<file path="src/rtl/logic_op_pkg.sv">
// logic_op_pkg: opcode encoding shared by the logic_op_pipe ALU and pipeline
package logic_op_pkg;
    localparam int OP_W = 3;
    typedef enum logic [OP_W-1:0] {
        OP_AND, OP_OR, OP_XOR, OP_NAND, OP_NOR, OP_XNOR, OP_ANDN, OP_PASS
    } op_e;
endpackage

</file>
<file path="src/rtl/logic_op_alu.sv">
// logic_op_alu: combinational eight-function bitwise unit
module logic_op_alu import logic_op_pkg::*; #(
    parameter int WIDTH = 8
) (
    input  logic [WIDTH-1:0] a,
    input  logic [WIDTH-1:0] b,
    input  op_e              op,
    output logic [WIDTH-1:0] r
);
    // select one bitwise function of a and b; PASS ignores b
    always_comb begin
        r = '0;
        case (op)
            OP_AND:  r = a & b;
            OP_OR:   r = a | b;
            OP_XOR:  r = a ^ b;
            OP_NAND: r = ~(a & b);
            OP_NOR:  r = ~(a | b);
            OP_XNOR: r = ~(a ^ b);
            OP_ANDN: r = a & ~b;
            OP_PASS: r = a;
        endcase
    end
endmodule

</file>
<file path="src/rtl/logic_op_pipe.sv">
// logic_op_pipe: registered bitwise op with valid/ready, sticky OR accumulator
// and saturating all-ones counter; LOGIC_OP_PIPE_PARITY_EN adds y_par output
module logic_op_pipe import logic_op_pkg::*; #(
    parameter int WIDTH = 8,
    parameter int CNT_W = 8
) (
    input  logic             clk,
    input  logic             rst_n,
    input  logic             in_valid,
    output logic             in_ready,
    input  logic [OP_W-1:0]  op,
    input  logic [WIDTH-1:0] a,
    input  logic [WIDTH-1:0] b,
    input  logic             acc_clr,
    output logic             out_valid,
    input  logic             out_ready,
    output logic [WIDTH-1:0] y,
    output logic             y_red,
    output logic [WIDTH-1:0] acc,
    output logic [CNT_W-1:0] hit_cnt
`ifdef LOGIC_OP_PIPE_PARITY_EN
    ,
    output logic             y_par
`endif
);
    logic [WIDTH-1:0] r;
    logic [WIDTH-1:0] acc_base;
    logic [CNT_W-1:0] cnt_base;
    logic             accept;
    logic             cnt_inc;

    logic_op_alu #(.WIDTH(WIDTH)) u_alu (.a(a), .b(b), .op(op_e'(op)), .r(r));

    assign in_ready = ~out_valid | out_ready;
    assign accept   = in_valid & in_ready;

    // clear takes effect before the new result is folded in
    always_comb begin
        acc_base = acc_clr ? '0 : acc;
        cnt_base = acc_clr ? '0 : hit_cnt;
        cnt_inc  = accept & (&r) & ~(&cnt_base);
    end

    // output register: load on accept, drain when consumer takes it, else hold
    always_ff @(posedge clk or negedge rst_n) begin
        if (!rst_n) begin
            out_valid <= 1'b0;
            y         <= '0;
            y_red     <= 1'b0;
`ifdef LOGIC_OP_PIPE_PARITY_EN
            y_par     <= 1'b0;
`endif
        end else if (accept) begin
            out_valid <= 1'b1;
            y         <= r;
            y_red     <= &r;
`ifdef LOGIC_OP_PIPE_PARITY_EN
            y_par     <= ^r;
`endif
        end else if (out_ready) begin
            out_valid <= 1'b0;
        end
    end

    // sticky OR accumulator and saturating all-ones hit counter
    always_ff @(posedge clk or negedge rst_n) begin
        if (!rst_n) begin
            acc     <= '0;
            hit_cnt <= '0;
        end else if (accept || acc_clr) begin
            acc     <= acc_base | (accept ? r : '0);
            hit_cnt <= cnt_base + CNT_W'(cnt_inc);
        end
    end
endmodule

</file>
<file path="config.mk">
export PLATFORM = sky130hd
export DESIGN_NAME = logic_op_pipe
export DESIGN_NICKNAME = d
export VERILOG_FILES = /design/src/rtl/logic_op_pkg.sv /design/src/rtl/logic_op_alu.sv /design/src/rtl/logic_op_pipe.sv
export SDC_FILE = /design/constraint.sdc
export NUM_CORES = 1
export LEC_CHECK = 0
export ABC_CLOCK_PERIOD_IN_PS = 2800
export CELL_PAD_IN_SITES_DETAIL_PLACEMENT = 1
export CELL_PAD_IN_SITES_GLOBAL_PLACEMENT = 2
export CORE_ASPECT_RATIO = 1.25
export CORE_MARGIN = 10
export CORE_UTILIZATION = 29
export CTS_CLUSTER_SIZE = 20
export DETAILED_ROUTE_END_ITERATION = 10
export MAX_ROUTING_LAYER = met4
export PLACE_DENSITY = 0.77
export SLEW_MARGIN = 20
export SYNTH_ARGS = -nofsm -noshare
export SYNTH_HDL_FRONTEND = slang
export SYNTH_SLANG_ARGS = --single-unit
</file>
<file path="constraint.sdc">
create_clock -name clk -period 2.8 [get_ports clk]
set_input_delay 0.84 -clock clk [delete_from_list [all_inputs] [get_ports clk]]
set_output_delay 0.84 -clock clk [all_outputs]
set_load 0.05 [all_outputs]
</file>
==> results.yml <==
run_status:
  outcome: "complete, but fails checks"
  violations: "negative setup slack"
final_layout:
  nFillCells: 804
  drive_above_1_share_pct: 48.74
  final_cell_area_um2: 3800
  nets: 408
  fin_cells: 447
  diodes: 0
  area_delta_synth_final_pct: 80.56
  register_area_um2: 650.6
  multiInputGateArea_um2: 1674
sta:
  drv_slew: 0
  tightestPinTransition_ns: 0.5239
  maxSlewHeadroom_pct: 64.96
  skew_ns: 0.001985
  period_share_pct: 108.3
  layout_setup_ws_ns: -0.2324
  hold_viol_final: 0
  setup_viol: 7
  rsz0062_at_grt: "yes"
  tns_ns: -0.9187
  period_needed_ns: 3.032
  timing.fmax_mhz: 329.8
die:
  rows: 34
  fp.dieW_um: 96.20
  io_pins: 51
  start_util_pct: 29.98
  core_area_um2: 7019
  die_h_um: 115.2
  die-area_um2: 11090
yosys:
  synth_top_area_share_pct: 30.92
  synth_area_leaders: "dfrtp_1 (31%), ha_1 (15%), inv_1 (4.3%), nand2b_1 (4.2%), nand2_1 (3.9%)"
  ys_top_cells_by_count: "dfrtp_1 (26), ha_1 (26), inv_1 (24), nand2_1 (22), nand2b_1 (14)"
  ys_warn_count: 0
  yosys.area.top_type: "dfrtp_1"
  synth_edf_count: 0
  synth_nets: 288
  synth_cell_types: 47
  syn_inst: 238
  synth.ff_latch_count: 26
  synthArstFlopShare_pct: 100.0
  ys.flop_type: "dfrtp_1"
  syn_avg_cell_area_um2: 8.843
  ys_seq_area_share_pct: 30.92
  syn_area_um2: 2105
detailed_routing:
  wirelength_um: 7683
  drt_iter0_drc: 36
  drt_pass1_iterations: 4
  ant_nets: 0
  wire_per_inst_um: 17.19
  vias_per_cell: 5.013
  vias: 2241
  drc: 0
worst_hold_path:
  min_path_cells: 2
  holdCritPathClass: "reg -> reg"
  min_to: "y[6]$_DFFE_PN0P_"
  holdCritStartpoint: "y[6]$_DFFE_PN0P_"
setup_path:
  reg2reg_depth: 10
  critPathLaunchType: "input port"
  r2r_slack_ns: 0.48
  crit_fanout: 4
  crit_type: "in -> reg"
  reg2reg_to: "hit_cnt[5]$_DFFE_PN0P_"
  cp-end-kind: "flop"
  cp_num_buf_inv: 2
  cp_data_arrival_time_ns: 3.24
  critical_path_required_ns: 3.01
  worst_path_max_delay_cell: "or3_4"
  cp_cell_sequence: "buf_12 > inv_6 > ha_4 > or3b_4 > a21oi_4 > nor4b_4 > nor4_2 > nand4_1 > nor2_1 > ha_2 > nand4_1 > or3_4 > a21oi_2"
  path_depth: 13
  r2r-start: "out_valid$_DFFE_PN0P_"
  critPathTopFamily: "simple AND/OR/NAND/NOR gates"
  worst_path_most_repeated_cell: "nand4_1"
  critPathMaxStageDelay_ns: 0.42
clock_network:
  clock_latency_ns: 0.27
  cts_tree: "done"
  root_buffer: "clkbuf_8"
  clk_pin_slew_worst_paths_ns: 0.09
  tritoncts.num_buffers: 3
  cts_num_sinks: 26
  cts.htree.levels: 1
  cts.path.max_buffers: 2
grt:
  antenna_found_initial: 0
  overflow: 0
  track_usage_pct: 14.60
  grt_max_degree: 27
  grt_pass1_vias: 2592
  grt_pass1_wl_um: 12790
placement:
  gp_congestion: 0.7924
  place_area_um2: 3206
  portBuffers: 50
  dpl.hpwl_um: 5264
  dp.cells: 425
power:
  leakagePower_nw: 1.715
  cellPowerDensity_nw_per_um2: 345.0
  ir_worst_vdd_v: 0.0002898
flow_run:
  drv_cap: 0
metal layers:
layer / share of wire [%] / up-vias / GRT usage, % / wire length [um]
li1: - / 1073 / - / -
met1: 40 / 1127 / 15.54 / 3054
met2: 56 / 34 / 27.24 / 4304
met3: 3.2 / 7 / 2.022 / 245
met4: 1.0 / 0 / 3.448 / 78
met5: 0 / - / - / 0
per-stage QoR:
| step | hold WS (ns) | worst slack [ns] | total power [mW] | utilization [%] |
|---|---|---|---|---|
| after floorplan | 0.5444 | -0.1724 | 0.7295 | - |
| after global placement | 0.4580 | -0.9201 | 0.9694 | 45.67 |
| after detailed placement | 0.4679 | -1.053 | 0.9764 | 45.67 |
| after CTS | 0.4957 | -0.2930 | 1.309 | 53.35 |
| after global routing | 0.5101 | -0.3702 | 1.388 | 54.14 |
| final | 0.4889 | -0.2324 | 1.311 | 54.14 |
placed cells by master (no fill, tap or decap), types with 4 or more instances in the layout:
| cell | instances |
|---|---|
| inv_1 | 12 |
| nor3_1 | 4 |
| ha_1 | 11 |
| clkbuf_8 | 4 |
| nand4_1 | 6 |
| nor2_1 | 8 |
| clkdlybuf4s50_1 | 30 |
| a211oi_2 | 5 |
| nor2b_1 | 8 |
| o32ai_2 | 7 |
| o21ai_0 | 9 |
| a21oi_2 | 6 |
| buf_4 | 68 |
| buf_12 | 6 |
| buf_2 | 5 |
| ha_2 | 5 |
| nand2b_1 | 11 |
| dfrtp_1 | 26 |
| nand2_1 | 21 |
| a21o_1 | 4 |
| inv_2 | 8 |
| ha_4 | 10 |
| buf_6 | 8 |
kinds of logic after synthesis:
group / count (synthesis) / synth area share (%)
flops: 26 / 30.92
buf+inv: 37 / 8.442
mux: 6 / 3.270
xor+xnor: 3 / 1.249
fa+ha+maj: 26 / 15.46
simple gates: 87 / 22.41
compound gates: 53 / 18.25
worst max path at each step:
stage | endpoint | start
after floorplan | hit_cnt[6]$_DFFE_PN0P_ | b[4]
after global placement | hit_cnt[6]$_DFFE_PN0P_ | a[4]
after detailed placement | hit_cnt[6]$_DFFE_PN0P_ | a[4]
after CTS | hit_cnt[6]$_DFFE_PN0P_ | op[1]
after global routing | hit_cnt[6]$_DFFE_PN0P_ | a[4]
final | hit_cnt[5]$_DFFE_PN0P_ | a[4]
worst min-delay path: stages, from the launching register on:
cell     delay [ns]
dfrtp_1        0.35
nand2_1        0.05
nand2_1        0.06
repair_timing:
action                                  4_1_cts  5_1_grt
gates cloned                                  2        0
hold buffers                                  0        0
endpoints found under the setup margin        8        8
pin swaps                                    38       14
setup buffers                                16        1
resized for setup                           135       21
report_power, final:
group	internal [mW]	leakage, nW	switching, mW
combinational	0.291	1.35	0.343
clock	0.126	0.0288	0.119
sequential	0.411	0.339	0.0206
flip-flops by register name, summed over array words and instances, names as in the netlist:
name	count
acc	8
hit_cnt	8
out_valid	1
y	8
y_red	1
final cells by class:
type,instances,area share [%]
Timing Repair Buffer,127,31.22
Multi-Input combinational cell,175,44.06
Clock buffer,4,1.449
Inverter,25,3.194
Sequential cell,26,17.12
Tap cell,90,2.963
No activity file was read; power rests on OpenSTA's default activity.
